===== src/rtl/wm_pkg.sv =====
// Shared definitions for the washing-machine controller and its plant model:
// controller state encodings, default cycle constants and the dispenser state type.
package wm_pkg;

    localparam int WM_CNT_W    = 8;
    localparam int WM_FILL_CYC = 16;
    localparam int WM_DET_CYC  = 4;
    localparam int WM_WASH_CYC = 32;
    localparam int WM_SPIN_CYC = 24;

    typedef enum logic [2:0] {
        check_door,
        fill_water,
        add_detergent,
        cycle,
        drain_water,
        spin
    } wm_state_e;

    typedef enum logic [1:0] {
        IDLE,
        DOSING,
        DOSED
    } disp_state_e;

endpackage


===== src/rtl/wm_plant_timer.sv =====
// Saturating cycle timer: counts while enabled, holds at LIMIT, clear wins over enable.
// The terminal flag is decoded from the registered count.
module wm_plant_timer #(
    parameter int CNT_W = 8,
    parameter int LIMIT = 16
) (
    input  logic clk,
    input  logic reset,
    input  logic en_i,
    input  logic clr_i,
    output logic term_o
);

    localparam logic [CNT_W-1:0] LIM = CNT_W'(LIMIT);

    logic [CNT_W-1:0] cnt_q, cnt_d;

    // Next count: clear, else increment until the limit is reached.
    always_comb begin
        cnt_d = cnt_q;
        if (clr_i) begin
            cnt_d = '0;
        end else if (en_i && (cnt_q != LIM)) begin
            cnt_d = cnt_q + 1'b1;
        end
    end

    // Count register.
    always_ff @(posedge clk or posedge reset) begin
        if (reset) cnt_q <= '0;
        else       cnt_q <= cnt_d;
    end

    assign term_o = (cnt_q == LIM);

endmodule


===== src/rtl/iiitb_wm_plant.sv =====
// Cycle-level washing-machine appliance model. Turns controller actuator commands into
// the sensor signals the controller consumes, so the loop can be closed on-chip.
// Optional protocol checker: define WM_PLANT_FAULT_EN to build the sticky fault flag;
// without it fault is tied low and everything else is identical.
module iiitb_wm_plant
    import wm_pkg::*;
#(
    parameter int CNT_W    = WM_CNT_W,
    parameter int FILL_CYC = WM_FILL_CYC,
    parameter int DET_CYC  = WM_DET_CYC,
    parameter int WASH_CYC = WM_WASH_CYC,
    parameter int SPIN_CYC = WM_SPIN_CYC
) (
    input  logic             clk,
    input  logic             reset,
    input  logic             door_close_req,
    input  logic             door_open_req,
    input  logic             start_req,
    input  logic             door_lock,
    input  logic             motor_on,
    input  logic             fill_value_on,
    input  logic             drain_value_on,
    input  logic             soap_wash,
    input  logic             water_wash,
    input  logic             done,
    output logic             door_close,
    output logic             start,
    output logic             filled,
    output logic             detergent_added,
    output logic             cycle_timeout,
    output logic             drained,
    output logic             spin_timeout,
    output logic [CNT_W-1:0] level,
    output logic             fault
);

    localparam logic [CNT_W-1:0] FULL = CNT_W'(FILL_CYC);

    logic             door_q, door_d;
    logic             start_q;
    logic [CNT_W-1:0] level_q, level_d;
    disp_state_e      disp_q, disp_d;
    logic             used_q, used_d;
    logic             det_term;
    logic             spin_en;

    // Door latch: a lone close request closes, a lone open request opens unless locked.
    always_comb begin
        door_d = door_q;
        if (door_close_req && !door_open_req) begin
            door_d = 1'b1;
        end else if (door_open_req && !door_close_req && !door_lock) begin
            door_d = 1'b0;
        end
    end

    // Water level: fill or drain one unit per cycle, both valves together hold.
    always_comb begin
        level_d = level_q;
        if (fill_value_on && !drain_value_on && (level_q != FULL)) begin
            level_d = level_q + 1'b1;
        end else if (drain_value_on && !fill_value_on && (level_q != '0)) begin
            level_d = level_q - 1'b1;
        end
    end

    // Door, start and level registers.
    always_ff @(posedge clk or posedge reset) begin
        if (reset) begin
            door_q  <= 1'b0;
            start_q <= 1'b0;
            level_q <= '0;
        end else begin
            door_q  <= door_d;
            start_q <= start_req;
            level_q <= level_d;
        end
    end

    // Dispenser next state; used_q blocks a second dose until the programme ends.
    always_comb begin
        disp_d = disp_q;
        used_d = used_q;
        case (disp_q)
            IDLE:    if (soap_wash && !water_wash && filled && !used_q) disp_d = DOSING;
            DOSING:  if (det_term) disp_d = DOSED;
            DOSED:   if (motor_on || done) disp_d = IDLE;
            default: disp_d = IDLE;
        endcase
        if (done) begin
            used_d = 1'b0;
        end else if ((disp_q == DOSING) && det_term) begin
            used_d = 1'b1;
        end
    end

    // Dispenser state register.
    always_ff @(posedge clk or posedge reset) begin
        if (reset) begin
            disp_q <= IDLE;
            used_q <= 1'b0;
        end else begin
            disp_q <= disp_d;
            used_q <= used_d;
        end
    end

    // The dose timer runs from 0 on entry, so terminating at DET_CYC-1 gives DET_CYC dosing cycles.
    wm_plant_timer #(.CNT_W(CNT_W), .LIMIT(DET_CYC - 1)) u_det_timer (
        .clk    (clk),
        .reset  (reset),
        .en_i   (disp_q == DOSING),
        .clr_i  (disp_q != DOSING),
        .term_o (det_term)
    );

    wm_plant_timer #(.CNT_W(CNT_W), .LIMIT(WASH_CYC)) u_motor_timer (
        .clk    (clk),
        .reset  (reset),
        .en_i   (motor_on),
        .clr_i  (!motor_on),
        .term_o (cycle_timeout)
    );

    assign spin_en = drain_value_on && water_wash && (level_q == '0);

    wm_plant_timer #(.CNT_W(CNT_W), .LIMIT(SPIN_CYC)) u_spin_timer (
        .clk    (clk),
        .reset  (reset),
        .en_i   (spin_en),
        .clr_i  (!drain_value_on || done),
        .term_o (spin_timeout)
    );

`ifdef WM_PLANT_FAULT_EN
    logic fault_q;
    logic viol;

    assign viol = (fill_value_on && drain_value_on)
                || (fill_value_on && (level_q == FULL))
                || (door_open_req && door_lock)
                || (motor_on && !door_q);

    // Sticky protocol-violation flag, cleared only by reset.
    always_ff @(posedge clk or posedge reset) begin
        if (reset)     fault_q <= 1'b0;
        else if (viol) fault_q <= 1'b1;
    end

    assign fault = fault_q;
`else
    assign fault = 1'b0;
`endif

    assign door_close      = door_q;
    assign start           = start_q && door_q;
    assign level           = level_q;
    assign filled          = (level_q == FULL);
    assign drained         = (level_q == '0);
    assign detergent_added = (disp_q == DOSED);

endmodule

===== config.mk =====
export PLATFORM = sky130hd
export DESIGN_NAME = iiitb_wm_plant
export DESIGN_NICKNAME = d
export VERILOG_FILES = /design/src/rtl/wm_pkg.sv /design/src/rtl/wm_plant_timer.sv /design/src/rtl/iiitb_wm_plant.sv
export SDC_FILE = /design/constraint.sdc
export NUM_CORES = 1
export LEC_CHECK = 0
export ABC_AREA = 1
export CORE_UTILIZATION = 56
export DETAILED_ROUTE_END_ITERATION = 10
export PLACE_DENSITY = 0.8
export SLEW_MARGIN = 0
export SYNTH_ARGS = -nofsm -noshare
export SYNTH_HDL_FRONTEND = slang
export SYNTH_SLANG_ARGS = --single-unit

===== constraint.sdc =====
create_clock -name clk -period 2.7 [get_ports clk]
set_input_delay 0.54 -clock clk [delete_from_list [all_inputs] [get_ports clk]]
set_output_delay 0.54 -clock clk [all_outputs]
set_load 0.05 [all_outputs]

; Word-level counts from Yosys, hierarchy flattened
; Index checks and enable logic that the tools add are counted.
[totals]
register_bits = 37
in_bits = 12
out_inout_bits = 16
elab_cells = 79
[op_classes]
addsub = 5
eq_ne = 15
n_mux = 16
reduce_logical = 35
[ops]
columns = cell, count
row1 = $mux 8, 8
row2 = $add 8x1->8 const B, 4
row3 = $logic_and 1x1->1, 17
row4 = $eq 8x5->1 const B, 2
row5 = $ne 8x5->1 const B, 2
row6 = $reduce_bool 2->1, 5
row7 = $eq 8x2->1 const B, 1
row8 = $eq 8x6->1 const B, 1
row9 = $logic_not 8->1, 1
row10 = $ne 8x2->1 const B, 1
row11 = $ne 8x6->1 const B, 1
row12 = $reduce_bool 8->1, 1
row13 = $sub 8x1->8 const B, 1
row14 = $logic_not 1->1, 7
row15 = $mux 2, 3
row16 = $ne 2x1->1 const B, 3
row17 = $pmux 2 s3, 1
row18 = $mux 1, 4
row19 = $ne 2x2->1 const B, 2
row20 = $reduce_and 3->1, 1
row21 = $eq 2x1->1 const B, 1
row22 = $eq 2x2->1 const B, 1
row23 = $logic_not 2->1, 1
row24 = $logic_or 1x1->1, 2

; Logic depth before layout (Yosys ltp)
[logic_depth]
ltp_word = 6
depth_mapped = 14
ltp_nobuf = 14

; Hierarchy
; Synthesis repeated with hierarchy kept, for this count alone.
[unflattened]
hier_cells = 350
area_unflattened_um2 = 2572.5
[by_module_without_submodules]
columns = module, instances, cells_per_inst, area_per_inst_um2, seq_area_each_um2
row1 = iiitb_wm_plant, 1, 132, 991.0, 325.3
row2 = wm_plant_timer (u_motor_timer), 1, 76, 543.0, 200.2
row3 = wm_plant_timer (u_spin_timer), 1, 74, 531.8, 200.2
row4 = wm_plant_timer (u_det_timer), 1, 68, 506.7, 200.2

; Worst setup path before layout
; OpenSTA, ideal clock, no wires.
[synth_timing]
path_kind = reg-to-output
startpoint = reg level_q[2] (netlist: level[2])
endpoint = out filled
arrival_time_ns = 2.363
required_ns = 2.160
path_slack_ns = -0.203
path_stages_with_launch = 4
n_path_buf = 0
path_cell_list = dfrtp_1 nor2_2 nand3b_1 nor4_1
[synth_via]
elab_chain_len = 1
[synth_rtl]
columns = item, line_no
row1 = "start, declared", iiitb_wm_plant.sv:41  ; logic [CNT_W-1:0] level_q, level_d;
row2 = "start signal, assigned", iiitb_wm_plant.sv:76  ; level_q <= level_d;
row3 = $eq 8x5->1, iiitb_wm_plant.sv:158  ; assign filled = (level_q == FULL);
row4 = "end, declared", iiitb_wm_plant.sv:28  ; output logic filled,
; Every way passes these cells.

; Worst setup path after layout
[layout_timing]
startpoint = reg level_q[1] (netlist: level[1])
endpoint = out filled
; The elaborated chain is that of the path after synthesis.

==> summary.md <==
| Metric | Value |
|---|---|
| Status | `complete, no violations` |
| Leak Pwr | `between 1 and 1.5 nW` |
| First-pass GRT wire length | `between 7000 and 8000 um` |
| Compound-Gate Fraction of Synth Area | `0.09931` |
| Die width | `around 67 um` |
| Post-synth EDFFs | `0` |
| IO buf count | `26` |
| Clock Latency Late Sink | `0.29 ns` |
| Die Area | `approximately 4400 um2` |
| Num CTS Buffers | `5` |
| Drt drc | `0` |
| Clock-pin slew on the worst setup and hold paths | `~0.070 ns` |
| Rel. slew slack | `0.6631` |
| Max Transition Viols Final | `0` |
| I/O pin count | `28` |
| Routed wire length | `about 4400 um` |
| Largest net degree at the start of global routing | `38` |
| Register area | `about 930 um2` |
| R2R setup slack | `0.31 ns` |
| Clk_skew | `~0.0092 ns` |
| Htree depth | `2` |
| Area Overhead vs Synth | `17.35%` |
| CP Cell Sequence | `nor2_2, nand3b_1, nor4_2, clkdlybuf4s50_1` |
| Post-synthesis mux area share | `0` |
| Syn Nets | `312` |
| Switching pwr | `roughly 1 mW` |
| Syn Area/Cell | `roughly 8.1 um2` |
| Critical path data arrival time | `~2.0 ns` |
| Global Route Usage Sum | `0.2261` |
| Syn Inst Count | `between 200 and 300` |
| Post-synth top flop | `dfrtp_1` |
| Simple-gate share of the synthesized area | `0.3203` |
| CTS tree | `done` |
| Postcts setup bufs | `0` |
| CP max-delay cell | `clkdlybuf4s50_1` |
| Crit. End Element | `primary output` |
| PD cells | `815.2 nW/um2` |
| Final Util | `0.6875` |
| Detail Placement HPWL | `3188 um` |
| Post-DP Area | `2665 um2` |
| Cell type with the largest total area after synthesis | `dfrtp_1` |
| Pint | `roughly 1.2 mW` |
| CP max stage delay | `0.85 ns` |
| Unrepaired setup endpoints after global routing | `false` |
| Post-synthesis sequential area ratio | `0.3951` |
| Final setup violation count | `0` |
| Clk root buf | `clkbuf_8` |
| Reg power frac | `0.337` |
| Post-synthesis register bit count | `37` |
| Vias | `approximately 1.9k` |
| Least-Margin Pin Slew | `a little over 0.5 ns` |
| Delay-heaviest family, CP | `buffers and inverters` |
| Vias per inst | `between 5 and 6` |
| Adder-cell share of the synthesized area | `0.06727` |
| CP Class | `reg2out` |
| Fin crit period | `roughly 2.6 ns` |
| Gr ovfl total | `0` |
| Worst setup SP type | `flip-flop` |
| Synthesized area | `~2300 um2` |
| Antenna diodes | `0` |
| Multi-input combinational cell area | `about 1200 um2` |
| Ys async rst share | `1.000` |
| Filler Cell Count | `327` |
| Synth Area in XOR/XNOR | `0.03737` |
| Initial antenna violation count | `0` |
| # rows | `23` |
| GPL Wtd Cong | `0.8395` |
| DRT antenna net count | `0` |
| Top cells by count, synth | `nand2_1 (54), inv_1 (38), dfrtp_1 (37)` |
| Initial drt markers | `~130` |
| Pre-antenna DRT Iters | `4` |
| Nets | `346` |
| Drt wl/cell | `11.92 um` |
| Area share of the largest cell type after synthesis | `0.3951` |
| Maxcap violations | `0` |
| Yosys synthesis warning count | `0` |
| Final instance area | `between 2000 and 3000 um2` |
| Crit path required time | `approximately 2.2 ns` |
| Max Freq | `0.3880 GHz` |
| Core area | `about 4000 um2` |
| Synth area leaders | `dfrtp_1 (40%), nand2_1 (8.6%), inv_1 (6.1%), ha_1 (5.9%), nor2_1 (5.0%)` |
| Hold Vio Cnt, Final | `0` |
| Hold Path Class | `reg2reg` |
| Combinational share of power | `0.492` |
| Total clock sinks | `37` |
| Clock share of power | `0.170` |
| Max clock buf depth | `2` |
| Largest family of logic cells by synthesized area | `simple AND/OR/NAND/NOR gates` |
| Most frequent cell after synthesis | `nand2_1` |
| Die height | `between 60 and 70 um` |
| Share of cells above drive strength 1 | `0.1393` |
| Worst path buffer plus inverter count | `1` |
| Synth unique cells | `32` |
| Final Power | `between 2 and 2.5 mW` |
| Number of global-route vias before repair | `~1.8k` |
| Final period util | `0.9547` |
| Initial Utilization | `0.5859` |
| Worst ir drop on vdd | `~450 uV` |
| Net Sw Frac | `0.4547` |
| Largest fanout on the critical path | `5` |
## per-layer routing
metal / global-route usage / routed length (um)
met2: 0.3636 / 2049
met1: 0.2865 / 2129
met4: 0.09840 / 113
met5: 0 / 0
met3: 0.05479 / 157
## cells in the final DEF (no fill, tap or decap), types with 4 or more instances in the layout
master	synthesis	routed
nand2_2	11	11
xor2_1	7	7
o21ai_2	6	6
o21ai_0	13	12
a21oi_1	17	17
inv_1	38	38
nor2_1	31	31
nand4_1	5	5
inv_2	4	4
clkdlybuf4s50_1	0	24
nand2_1	54	54
buf_4	1	4
dfrtp_1	37	37
ha_1	11	11
nand3_1	20	20
clkbuf_8	0	5
o21ai_1	3	4
## logic make-up after synthesis
| group | after synthesis |
|---|---|
| adder cells (fa/ha/maj) | 12 |
| XOR/XNOR | 10 |
| other | 1 |
| AO/OA/AOI/OAI | 41 |
| buffers and inverters | 44 |
| flip-flops | 37 |
| AND/OR/NAND/NOR | 143 |
## cell type report
| class | count | area share |
|---|---|---|
| multi-input cells | 207 | 0.4504 |
| inverters | 42 | 0.05732 |
| flip-flops and latches | 37 | 0.3367 |
| well taps | 50 | 0.02275 |
| clock buffers | 6 | 0.02639 |
| repair buffers | 29 | 0.1028 |
| clock inverters | 2 | 0.003640 |
## final timing paths
kind	to	start	cells past startpoint
setup / recovery	filled	level[1]	4
hold / removal	u_det_timer.cnt_q[7]	u_det_timer.cnt_q[7]	1
setup reg to reg	level[7]	level[7]	12
hold reg to reg	u_det_timer.cnt_q[7]	u_det_timer.cnt_q[7]	1
max in group asynchronous	u_det_timer.cnt_q[1]	reset	3
min in group asynchronous	u_motor_timer.cnt_q[5]	reset	3
## through the flow
| stage | cells | worst slack [ns] | hold slack [ns] | setup TNS [ns] |
|---|---|---|---|---|
| floorplan | 288 | 0.1640 | 0.4338 | 0 |
| global placement | 365 | 0.09809 | 0.4532 | 0 |
| detailed placement | 365 | -0.01524 | 0.4583 | -0.01524 |
| CTS | 373 | 0.04921 | 0.4760 | 0 |
| global route | 373 | 0.02561 | 0.4875 | 0 |
| finish | 373 | 0.1224 | 0.4755 | 0 |
## flip-flops by register name (all words and copies together), names as in the netlist
register	cells
disp_q	2
u_det_timer.cnt_q	8
used_q	1
door_close	1
u_motor_timer.cnt_q	8
level	8
u_spin_timer.cnt_q	8
start_q	1
## power by group through the flow
| stage | combinational, mW | sequential (mW) | clock (mW) |
|---|---|---|---|
| floorplan | 0.627 | 0.954 | 0 |
| global placement | 1.08 | 0.763 | 0 |
| global route | 1.22 | 0.768 | 0.412 |
| finish | 1.10 | 0.756 | 0.382 |
| CTS | 1.11 | 0.754 | 0.391 |
| detailed placement | 1.10 | 0.763 | 0 |
## timing repair
item,in CTS,in global routing
setup endpoints to repair,0,4
hold buffers,0,0
endpoints found under the hold margin,0,0
gates resized for setup,0,2
Note: power is estimated with default switching activity, not from simulation.
